<file path="src/rtl/zstr_arb.sv">
// Round-robin arbiter muxing SN zstr sources onto one shared channel; one cycle from request to grant, bursts end on s_lst or after BL transfers.
// Backpressure passes straight through: m_ack reaches only the granted source, and the grant stays put while m_ack is low.
module zstr_arb #(
    parameter int BW  = 8,
    parameter int SN  = 4,
    parameter int SNL = (SN > 1) ? $clog2(SN) : 1,
    parameter int BL  = 16
) (
    input  logic             z_clk,
    input  logic             z_rst,
    input  logic [SN-1:0]    s_vld,
    input  logic [SN-1:0]    s_lst,
    input  logic [SN*BW-1:0] s_bus,
    output logic [SN-1:0]    s_ack,
    output logic             m_vld,
    output logic             m_lst,
    output logic [BW-1:0]    m_bus,
    input  logic             m_ack,
    output logic [SNL-1:0]   m_gnt,
    output logic             m_bsy
);

    localparam int CW = $clog2(BL) + 1;
    localparam logic [SNL-1:0] LAST_SRC = SNL'(SN - 1);
    localparam logic [CW-1:0]  CNT_MAX  = CW'(BL - 1);

    typedef enum logic {IDLE, GRANT} state_t;

    state_t         state;
    logic [SNL-1:0] ptr;
    logic [CW-1:0]  cnt;
    logic [SNL-1:0] arb_idx;
    logic           arb_hit;
    logic           in_grant;
    logic           xfer;

    // Rotating priority search starting at ptr.
    always_comb begin
        arb_idx = ptr;
        arb_hit = 1'b0;
        for (int k = 0; k < SN; k++) begin
            automatic int idx = int'(ptr) + k;
            if (idx >= SN) idx = idx - SN;
            if (!arb_hit && s_vld[idx]) begin
                arb_hit = 1'b1;
                arb_idx = SNL'(idx);
            end
        end
    end

    assign in_grant = (state == GRANT);
    assign m_bsy    = in_grant;
    assign m_vld    = in_grant & s_vld[m_gnt];
    assign m_lst    = in_grant & (s_lst[m_gnt] | (cnt == CNT_MAX));
    assign m_bus    = s_bus[m_gnt*BW +: BW];
    assign xfer     = m_vld & m_ack;

    always_comb begin
        s_ack = '0;
        if (in_grant) s_ack[m_gnt] = m_ack;
    end

    always_ff @(posedge z_clk or posedge z_rst) begin
        if (z_rst) begin
            state <= IDLE;
            ptr   <= '0;
            m_gnt <= '0;
            cnt   <= '0;
        end else begin
            case (state)
                IDLE: begin
                    if (arb_hit) begin
                        state <= GRANT;
                        m_gnt <= arb_idx;
                        cnt   <= '0;
                    end
                end
                GRANT: begin
                    if (xfer) begin
                        if (m_lst) begin
                            // Always pass through IDLE so the next grant is re-arbitrated.
                            state <= IDLE;
                            ptr   <= (m_gnt == LAST_SRC) ? '0 : m_gnt + 1'b1;
                            cnt   <= '0;
                        end else begin
                            cnt <= cnt + 1'b1;
                        end
                    end
                end
                default: state <= IDLE;
            endcase
        end
    end

endmodule

</file>
<file path="config.mk">
export PLATFORM = sky130hd
export DESIGN_NAME = zstr_arb
export DESIGN_NICKNAME = d
export VERILOG_FILES = /design/src/rtl/zstr_arb.sv
export SDC_FILE = /design/constraint.sdc
export NUM_CORES = 1
export LEC_CHECK = 0
export CORE_UTILIZATION = 39
export DETAILED_ROUTE_END_ITERATION = 10
export PLACE_DENSITY_LB_ADDON = 0.1
export RECOVER_POWER = 100
export SLEW_MARGIN = 20
export SYNTH_ARGS = -nofsm -noshare
export SYNTH_HDL_FRONTEND = slang
export SYNTH_SLANG_ARGS = --single-unit
</file>
<file path="constraint.sdc">
create_clock -name z_clk -period 5.5 [get_ports z_clk]
set_input_delay 1.65 -clock z_clk [delete_from_list [all_inputs] [get_ports z_clk]]
set_output_delay 1.65 -clock z_clk [all_outputs]
set_load 0.005 [all_outputs]
</file>
==> run metrics <==
Synth cell types 28; Net count, final 200; Worst Setup Start Kind input port; antenna-violating nets left 0; Max Transition Viols Final 0; clock latency at the later pin of the worst-skew pair 0.26 ns; H-tree Lvls 1; register-to-register setup slack around 3.2 ns; Cell Pwr Density about 350 nW/um^2; first-pass GRT wire length 4.22 mm; Post-synth ARST share 100%; main flop type after synthesis dfrtp_1; Final setup viols 0; Die Height between 50 and 60 um; Overflow after GRT 0; mux cell area share after synthesis a little over 30%; r2r worst-path depth 4; CP endpoint kind primary output; largest net degree at the start of global routing 19; Hold Startpoint cnt[4]$_DFFE_PP0P_; peak supply drop approximately 0.27 mV; Worst EP arrival roughly 3.5 ns; hold path endpoint cnt[4]$_DFFE_PP0P_; Worst Hold Class flip-flop to flip-flop; detailed-route wire length ~2.7 mm; n_diodes 0; Die W around 51 um; RR Startpoint m_gnt[0]$_DFFE_PP0P_; final setup margin around 0.33 ns; clock tree sinks 10; DRC viols 0; Wirelength per Cell ~15 um; Tightest Pin Transition approximately 0.77 ns; Cells after Synth 90; Initial Utilization between 40% and 50%; fin crit period 5.17 ns; deepest clock path buffer count 2; TNS Setup 0 ns; RR Endpoint ptr[0]$_DFFE_PP0P_; top cells by area, synth dfrtp_1 (26%), mux4_2 (19%), ha_1 (7.9%), and3_1 (3.9%), nand2b_1 (3.3%); most frequent cell after synthesis dfrtp_1; 1st-pass router iterations 4; Post-synth EDFFs 0; synth warn 0; Vias between 900 and 1000; Yosys reg bits 10; DIE AREA 2650 sq um; Synth top cells by count dfrtp_1 (10), inv_1 (8), mux4_2 (8); Max Cap Viol 0; worst slack at placement 0.527 ns; TritonCTS clock tree yes; Via density between 5 and 6; largest family of logic cells by synthesized area multiplexers; total I/O pin count 60; share of layout cells above drive strength 1 roughly a tenth; detailed placer's ending HPWL 2.25 mm; slew margin rel. between 40% and 50%; register area share after synthesis a little over a quarter; Simple-Gate Fraction of Synth Area approximately 17%; syn_nets approximately 140; post-synth top area share between 20% and 30%; Worst Clk Skew around 0.0031 ns; Overall Global Routing Usage between 20% and 30%; initial DRC count 15; crit-path max FO 6; top cell type by total area after synthesis dfrtp_1; Rows 17; compound-gate portion of the synthesized area between 10% and 20%; f_max 0.193 GHz; vias in the first global route just over 900; post-cts sizing count 0; Fin. Hold Viols 0; Post-Synth XOR/XNOR Area 0%; post-synthesis cell area 955 sq um; Port Buffers just under 60; Core Area 2250 sq um; Hold Buf Count CTS 0; Post-Synth Adder-Cell Area approximately 7.9%; critical path class input port to primary output; hold path cells 1; RSZ-0062 raised after global routing no; total CTS buffers 3; initial antenna violation count 0; required time worst endpoint about 3.9 ns; leakage power between 0.6 and 0.7 nW; Clock Tree Root clkbuf_4; synthesized area per cell approximately 11 sq um; setup bufs post-CTS 0; Final Cycle Share between 90% and 100%; Syn-to-layout area delta 64.9%; GPL Wtd Cong between 0.7 and 0.8; status finished clean; clk slew on worst S/H paths around 0.070 ns
## worst max path at each step
stage / end / cells after the start / slack, ns / startpoint
after detailed placement: m_vld / 4 / 0.53 / s_vld[3]
after global routing: m_vld / 4 / 0.27 / s_vld[0]
after CTS: m_vld / 4 / 0.53 / s_vld[3]
after floorplan: m_vld / 2 / 1.54 / s_vld[3]
final: m_vld / 4 / 0.33 / s_vld[0]
after global placement: m_vld / 4 / 0.55 / s_vld[3]
## worst max-delay path, cell delays in order
cell and delay [ns]:
dlygate4sd3_1 0.61, mux4_2 0.51, and2_1 0.17, dlygate4sd3_1 0.58
## power by group
part / total [mW] / internal (mW) / leakage, nW / switching [mW]
clock network: 0.0642 / 0.0401 / 0.0210 / 0.0241
logic: 0.320 / 0.210 / 0.516 / 0.110
registers: 0.161 / 0.0973 / 0.126 / 0.0633
## placed cells by master (no fill, tap or decap)
master,count
o221ai_1,1
a22o_1,1
dfrtp_1,10
mux2i_1,3
a21oi_1,4
nor2b_1,3
clkbuf_4,3
nor3b_1,1
a221oi_1,2
inv_1,8
mux2_1,2
clkdlybuf4s50_1,40
mux4_2,8
mux2_2,2
and3_1,6
mux4_1,1
nor2_1,7
clkbuf_8,1
nand2_1,5
a32oi_1,1
nand2b_1,5
and2_1,2
o2bb2ai_1,2
o21ai_0,5
dlygate4sd3_1,19
or4_1,1
o32ai_1,1
ha_1,6
## routing by layer
metal	vias to the layer above	GRT usage, %	wire length (um)
li1	460	-	-
met1	440	24.2	1080
met2	44	41.6	1360
met3	0	4.76	228
met4	0	3.15	0
met5	-	0	0
## final cells by class
| type | count | area [sq um] |
|---|---|---|
| Clock buffer | 4 | 36.3 |
| Fill cell | 197 | 681 |
| Inverter | 8 | 30.0 |
| Multi-Input combinational cell | 69 | 632 |
| Sequential cell | 10 | 250 |
| Tap cell | 28 | 35.0 |
| Timing Repair Buffer | 59 | 591 |
## logic make-up (layout without fill, tap and decap cells)
| kind of cell | Yosys count | count (layout) |
|---|---|---|
| AOI/OAI and AO/OA | 17 | 17 |
| adders and majority gates | 6 | 6 |
| buffers and inverters | 11 | 71 |
| DFF | 10 | 10 |
| muxes | 16 | 16 |
| and+or+nand+nor | 30 | 30 |
## flip-flops by register name (all words and copies together), names as in the netlist
register,flops
m_gnt,2
cnt,5
m_bsy,1
ptr,2
## per-stage QoR
step / area [sq um] / cells / hold slack [ns] / power (mW) / utilization, %
6_report: 1570 / 178 / 0.482 / 0.545 / 69.8
5_1_grt: 1570 / 178 / 0.511 / 0.592 / 69.8
4_1_cts: 1600 / 178 / 0.505 / 0.589 / 70.8
3_5_place_dp: 1560 / 174 / 0.493 / 0.524 / 69.2
3_3_place_gp: 1560 / 174 / 0.477 / 0.511 / 69.2
2_1_floorplan: 955 / 90 / 0.461 / 0.354 / -
(Power assumes the default switching activity.)
